$ cat src/rtl/state_frame_encoder.sv
// Framed serial encoder: start bit, STATE_LENGTH data bits, optional even parity, then idle.
// Optional parity stage is enabled by defining STATE_ENC_PARITY_EN.
module state_frame_encoder #(
  parameter int STATE_LENGTH = 14,
  parameter int BIT_PERIOD   = 1,
  parameter bit MSB_FIRST    = 1'b1,
  parameter bit IDLE_LEVEL   = 1'b0
) (
  input  logic                    clk,
  input  logic                    reset,
  input  logic [STATE_LENGTH-1:0] state,
  input  logic                    enable,
  output logic                    out,
  output logic                    busy,
  output logic                    done
);

  localparam int BIT_W = (STATE_LENGTH > 1) ? $clog2(STATE_LENGTH) : 1;
  localparam int PER_W = (BIT_PERIOD > 1) ? $clog2(BIT_PERIOD) : 1;
  localparam logic [BIT_W-1:0] BIT_LAST = BIT_W'(STATE_LENGTH - 1);
  localparam logic [PER_W-1:0] PER_LAST = PER_W'(BIT_PERIOD - 1);

  typedef enum logic [2:0] {
    IDLE   = 3'd0,
    START  = 3'd1,
    DATA   = 3'd2,
`ifdef STATE_ENC_PARITY_EN
    PARITY = 3'd3,
`endif
    DONE   = 3'd4
  } fsm_t;

  fsm_t                    st_q, st_d;
  logic                    enable_q;
  logic [STATE_LENGTH-1:0] shreg;
  logic [BIT_W-1:0]        bit_cnt;
  logic [PER_W-1:0]        per_cnt;
  logic                    trig;
  logic                    per_end;
  logic                    in_frame;

  assign trig     = enable & ~enable_q;
  assign per_end  = (per_cnt == PER_LAST);
  assign in_frame = busy;

`ifdef STATE_ENC_PARITY_EN
  logic parity_q;

  // Parity is taken from the word at capture, so later state changes cannot affect it.
  always_ff @(posedge clk or posedge reset) begin
    if (reset)                    parity_q <= 1'b0;
    else if (st_q == IDLE && trig) parity_q <= ^state;
  end
`endif

  always_ff @(posedge clk or posedge reset) begin
    if (reset) begin
      st_q     <= IDLE;
      enable_q <= 1'b1;  // a level-high enable across reset release must not trigger
      shreg    <= '0;
      bit_cnt  <= '0;
      per_cnt  <= '0;
    end else begin
      st_q     <= st_d;
      enable_q <= enable;

      if (in_frame) per_cnt <= per_end ? '0 : per_cnt + 1'b1;
      else          per_cnt <= '0;

      if (st_q == DATA) begin
        if (per_end) bit_cnt <= (bit_cnt == BIT_LAST) ? '0 : bit_cnt + 1'b1;
      end else begin
        bit_cnt <= '0;
      end

      if (st_q == IDLE && trig)
        shreg <= state;
      else if (st_q == DATA && per_end)
        shreg <= MSB_FIRST ? (shreg << 1) : (shreg >> 1);
    end
  end

  always_comb begin
    st_d = st_q;
    out  = IDLE_LEVEL;
    busy = 1'b0;
    done = 1'b0;
    case (st_q)
      IDLE: begin
        if (trig) st_d = START;
      end
      START: begin
        busy = 1'b1;
        out  = ~IDLE_LEVEL;
        if (per_end) st_d = DATA;
      end
      DATA: begin
        busy = 1'b1;
        out  = MSB_FIRST ? shreg[STATE_LENGTH-1] : shreg[0];
        if (per_end && bit_cnt == BIT_LAST) begin
`ifdef STATE_ENC_PARITY_EN
          st_d = PARITY;
`else
          st_d = DONE;
`endif
        end
      end
`ifdef STATE_ENC_PARITY_EN
      PARITY: begin
        busy = 1'b1;
        out  = parity_q;
        if (per_end) st_d = DONE;
      end
`endif
      DONE: begin
        done = 1'b1;
        st_d = IDLE;
      end
      default: st_d = IDLE;
    endcase
  end

endmodule

$ cat config.mk
export PLATFORM = sky130hd
export DESIGN_NAME = state_frame_encoder
export DESIGN_NICKNAME = d
export VERILOG_FILES = /design/src/rtl/state_frame_encoder.sv
export SDC_FILE = /design/constraint.sdc
export NUM_CORES = 1
export LEC_CHECK = 0
export BUFFER_PORTS_ARGS = -buffer_cell sky130_fd_sc_hd__buf_4
export CAP_MARGIN = 30
export CORE_UTILIZATION = 45
export DETAILED_ROUTE_END_ITERATION = 8
export GPL_ROUTABILITY_DRIVEN = 0
export PLACE_DENSITY = 0.74
export SLEW_MARGIN = 0
export SYNTH_ARGS = -nofsm -noshare
export SYNTH_HDL_FRONTEND = slang
export SYNTH_SLANG_ARGS = --single-unit
$ cat constraint.sdc
create_clock -name clk -period 4.12 [get_ports clk]
set_clock_uncertainty 0.15 [all_clocks]
set_input_delay 0.618 -clock clk [delete_from_list [all_inputs] [get_ports clk]]
set_output_delay 0.618 -clock clk [all_outputs]
set_load 0.02 [all_outputs]
Yosys cells after proc, flatten, opt, wreduce, memory -nomap -nowiden
Cells that the tools add are included.

Register bits: 23. Word-level logic and storage cells: 39.

Add/sub/neg operators: 2. Eq/ne operators: 8. Mux-type cells: 14. Bitwise gates (word level): 3. Reduce and logical (&&, ||, !) cells: 7.

Operators with widths (number): $mux 14 (2); $mux 4 (3); $mux 3 (3); $pmux 3 s3 (1); $ne 2x2->1 const B (3); $add 4x1->4 const B (1); $eq 4x4->1 const B (1); $mux 1 (4); $eq 3x1->1 const B (1); $eq 3x2->1 const B (1); $eq 3x3->1 const B (1); $logic_and 1x1->1 (3); $logic_not 3->1 (1); $reduce_and 3->1 (1); $ne 2x1->1 const B (1); $not 1->1 (2); $pmux 1 s2 (1); $reduce_bool 2->1 (1); $reduce_or 2->1 (1); $add 1x1->1 const B (1); $and 1x1->1 (1).

Longest topological paths before layout
Word-level depth: 4. Mapped depth: 5.

Least setup slack after synthesis
No wires, ideal clock.

Path type: flip-flop to flip-flop. Start: reg st_q[2]. End: reg shreg[5]. Arrival: 1577 ps. Data required time: 3845 ps. Setup slack: 2268 ps. Cell stages (with the launch flop): 6. Period minus slack after synthesis: 1852 ps. Cell sequence: dfrtp_1 > buf_6 > nor3b_4 > buf_6 > mux2_1 > mux2_4.

Cells in the longest elaborated chain, start to end: 3. Elaborated cells between the ends (all ways): 6. Classes of those cells: 1 x eq/ne; 1 x mux; 4 x reduce/logical.

Ends and longest elaborated chain: start: declaration (line 33) `fsm_t st_q, st_d;`; start signal: assignment (line 64) `st_q <= st_d;`; $eq 3x2->1 or $logic_not 3->1 (tied branches) (line 78, 76); $logic_and 1x1->1, on equally long branches (line 78, 76); $reduce_bool 2->1 (no line) or $mux 14 (tied branches); end signal: assignment (line 77) `shreg <= state;`; end signal: assignment (line 79) `shreg <= MSB_FIRST ? (shreg << 1) : (shreg >> 1);`; end: declaration (line 35) `logic [STATE_LENGTH-1:0] shreg;`.

Parallel ways exist; a longest one is shown, timed or not. A chain may end at the register's enable or synchronous reset.

Worst setup path in the final report
Start: reg st_q[0]. End: out busy.

Cells in the longest elaborated chain, start to end: 3. Elaborated cells between the ends (all ways): 4. Classes of those cells: 2 x eq/ne; 1 x mux; 1 x reduce/logical.

Ends and longest elaborated chain: $eq 3x2->1 or $eq 3x1->1 (tied branches) (line 88) `case (st_q)`; $reduce_or 2->1 (no line) (*); $mux 1 (*) (line 88); end: declaration (line 14) `output logic busy,`.

Every way passes the cells marked *; elsewhere a longest branch is shown, timed or not.

==> run_results.csv <==
group,metric,value,unit
run_status,status,"completed",
timing,tns,0,ns
min_path,min_path_type,"in -> reg",
place,port_buffers,19,
setup_path,crit_type,"reg -> out",
cells_and_area,area_growth,16.0,%
setup_path,cp-end-kind,"output pin",
min_path,worstHoldStart,"enable",
die,initial_core_util,0.495,
die,dieArea,2710,sq um
clocking,clkTransAtPathRegs,0.12,ns
setup_path,r2r-start,"st_q[2]",
global_route,grt_max_degree,23,
setup_path,reg2reg_depth,3,
pwr,finalPower,0.000850,W
clocking,clockBufferDepth,2,
global_route,grt_pass1_vias,715,
flow_run,drv_cap,0,
cells_and_area,fillers,190,
clocking,clk_latency,0.30,ns
global_route,grtUsageTotal,0.161,
yosys,synth_nets,105,
timing,final-setup-viol-count,0,
clocking,postCtsSetupBuffers,0,
clocking,cts_buffers,3,
cells_and_area,most-common-layout-cells,"21 x dfrtp_1, 19 x buf_4, 10 x mux2_4",
yosys,ys_warn_count,0,
yosys,synth_cell_types,27,
yosys,synth-simple-area-share,0.120,
yosys,synthMuxAreaShare,0.242,
detailed_routing,wl_per_cell,13.5,um
place,dp_hpwl,1.36,mm
timing,whs,0.287,ns
die,chipHeight,52.0,um
clocking,cts_hold_repair.buffers,0,
detailed_routing,vias,700,
yosys,synth_fa_ha_area_frac,0.0222,
clocking,ctsResizeCount,0,
clocking,cts_tree,"done",
detailed_routing,first_pass_iters,4,
timing,post-route-min-period,2.16,ns
cells_and_area,diodes,0,
yosys,synth-xor-area-share,0,
yosys,synth_cells,86,
yosys,synth_seq_area_share,0.490,
pwr,total_leakage_power,0.629,nW
min_path,hold-path-endpoint,"enable_q",
timing,rsz0062_at_grt,"no",
setup_path,cp.arrival,1.39,ns
die,die_w,52.0,um
clocking,cts_max_level,1,
detailed_routing,drt_iter0_markers,6,
yosys,syn_area,1130,sq um
timing,tightest_slew,0.805,ns
global_route,grt-ovfl-total,0,
place,place_ws,1.99,ns
global_route,antenna_found_initial,0,
timing,fmaxAchievable,463,MHz
timing,min_period_over_period,0.525,
setup_path,start_kind,"flip-flop",
cells_and_area,final_common_cell,"dfrtp_1",
timing,finalHoldViolCount,0,
detailed_routing,final_antenna_net_count,0,
die,fp-row-count,17,
min_path,min_path_cells,1,
global_route,grt_pass1_wl,3.07,mm
cells_and_area,drive_gt1_frac,0.415,
setup_path,r2r_slack,1.99,ns
clocking,cts_sinks,22,
yosys,synth_top_family_by_area,"multiplexers",
timing,slew_headroom,0.462,
die,core_area,2280,sq um
setup_path,path_max_fanout,6,
pwr,ir_drop,410,uV
pwr,power_density,650,nW/um^2
detailed_routing,vias_per_cell,5.22,
timing,drv_slew,0,
setup_path,critPathRequiredTime,3.35,ns
timing,layout_setup_ws,1.96,ns
yosys,syn_area_per_cell,13.1,sq um
clocking,cts_root_buf,"clkbuf_4",
setup_path,r2r-end,"shreg[8]",
detailed_routing,post-route-drc-count,0,
detailed_routing,routed_wirelength,1.81,mm
die,num_io_pins,20,
yosys,synth_compound_area_frac,0.0822,
cells_and_area,finalNetCount,126,
yosys,yosys_register_bits,22,
worst max path at each step:
| stage | start | endpoint | slack, ns | depth (start not counted) |
|---|---|---|---|---|
| 3_3_place_gp | enable | shreg[3] | 2.02 | 4 |
| 4_1_cts | st_q[0] | busy | 1.94 | 3 |
| 2_1_floorplan | st_q[2] | shreg[5] | 2.27 | 5 |
| 6_report | st_q[0] | busy | 1.96 | 3 |
| 3_5_place_dp | st_q[2] | shreg[11] | 1.99 | 3 |
| 5_1_grt | st_q[2] | shreg[4] | 1.86 | 4 |
metal layers:
metal	track usage	vias up	share of wire
met5	0	-	0
met3	0.0263	2	0.022
li1	-	344	-
met4	0.0946	0	0.0078
met2	0.261	13	0.50
met1	0.202	341	0.47
state kept, by name, summed over array words and instances (netlist names):
register and flops:
bit_cnt 4, st_q 3, shreg 14, enable_q 1
critical path: stages, from the launching register on:
cell and delay (ns):
dfrtp_1 0.49, or2b_1 0.28, a21oi_1 0.16, buf_4 0.17
area by class of cell:
type	instances	area, sq um	share of cell area
multi-input cells	57	526	0.402
flip-flops and latches	22	552	0.422
inverters	4	15.0	0.0115
clock buffers	4	36.3	0.0278
repair buffers	19	143	0.109
well taps	28	35.0	0.0268
power breakdown:
part,switching [W],internal [W]
Clock,0.0000636,0.0000539
Combinational,0.000141,0.000235
Sequential,0.0000563,0.000300
cell families after synthesis:
group / Yosys count
AO/OA/AOI/OAI: 14
buffers and inverters: 7
flip-flops: 22
adder cells (fa/ha/maj): 2
multiplexers: 21
AND/OR/NAND/NOR: 20
metrics by stage:
stage                util  std cells  instance area [sq um]
floorplan               -         86                   1130
global placement    0.558        130                   1270
detailed placement  0.558        130                   1270
CTS                 0.574        134                   1310
global route        0.574        134                   1310
finish              0.574        134                   1310
cells in the mapped netlist:
cell      number  area share
a21oi_1        4       0.018
nor2_1         2      0.0067
a221o_1        2       0.018
a211o_1        1      0.0078
mux2_2         7       0.070
nor4_4         1       0.019
mux2_4        10        0.13
nand3_1        3       0.013
dfrtp_1       21        0.47
dfstp_2        1       0.023
and2_1         2       0.011
o21ai_0        4       0.018
mux2_1         3       0.030
nand2_1        5       0.017
inv_1          4       0.013
ha_1           2       0.022
nand2b_1       1      0.0056
nor3b_4        1       0.017
nor3b_1        1      0.0067
nor3_1         1      0.0044
nand4b_1       1      0.0078
a21oi_2        1      0.0078
or2b_1         1      0.0067
a21boi_0       2       0.013
nor2b_1        1      0.0056
mux2i_1        1      0.0089
buf_6          3       0.030
Note: power is estimated with default switching activity, not from simulation.
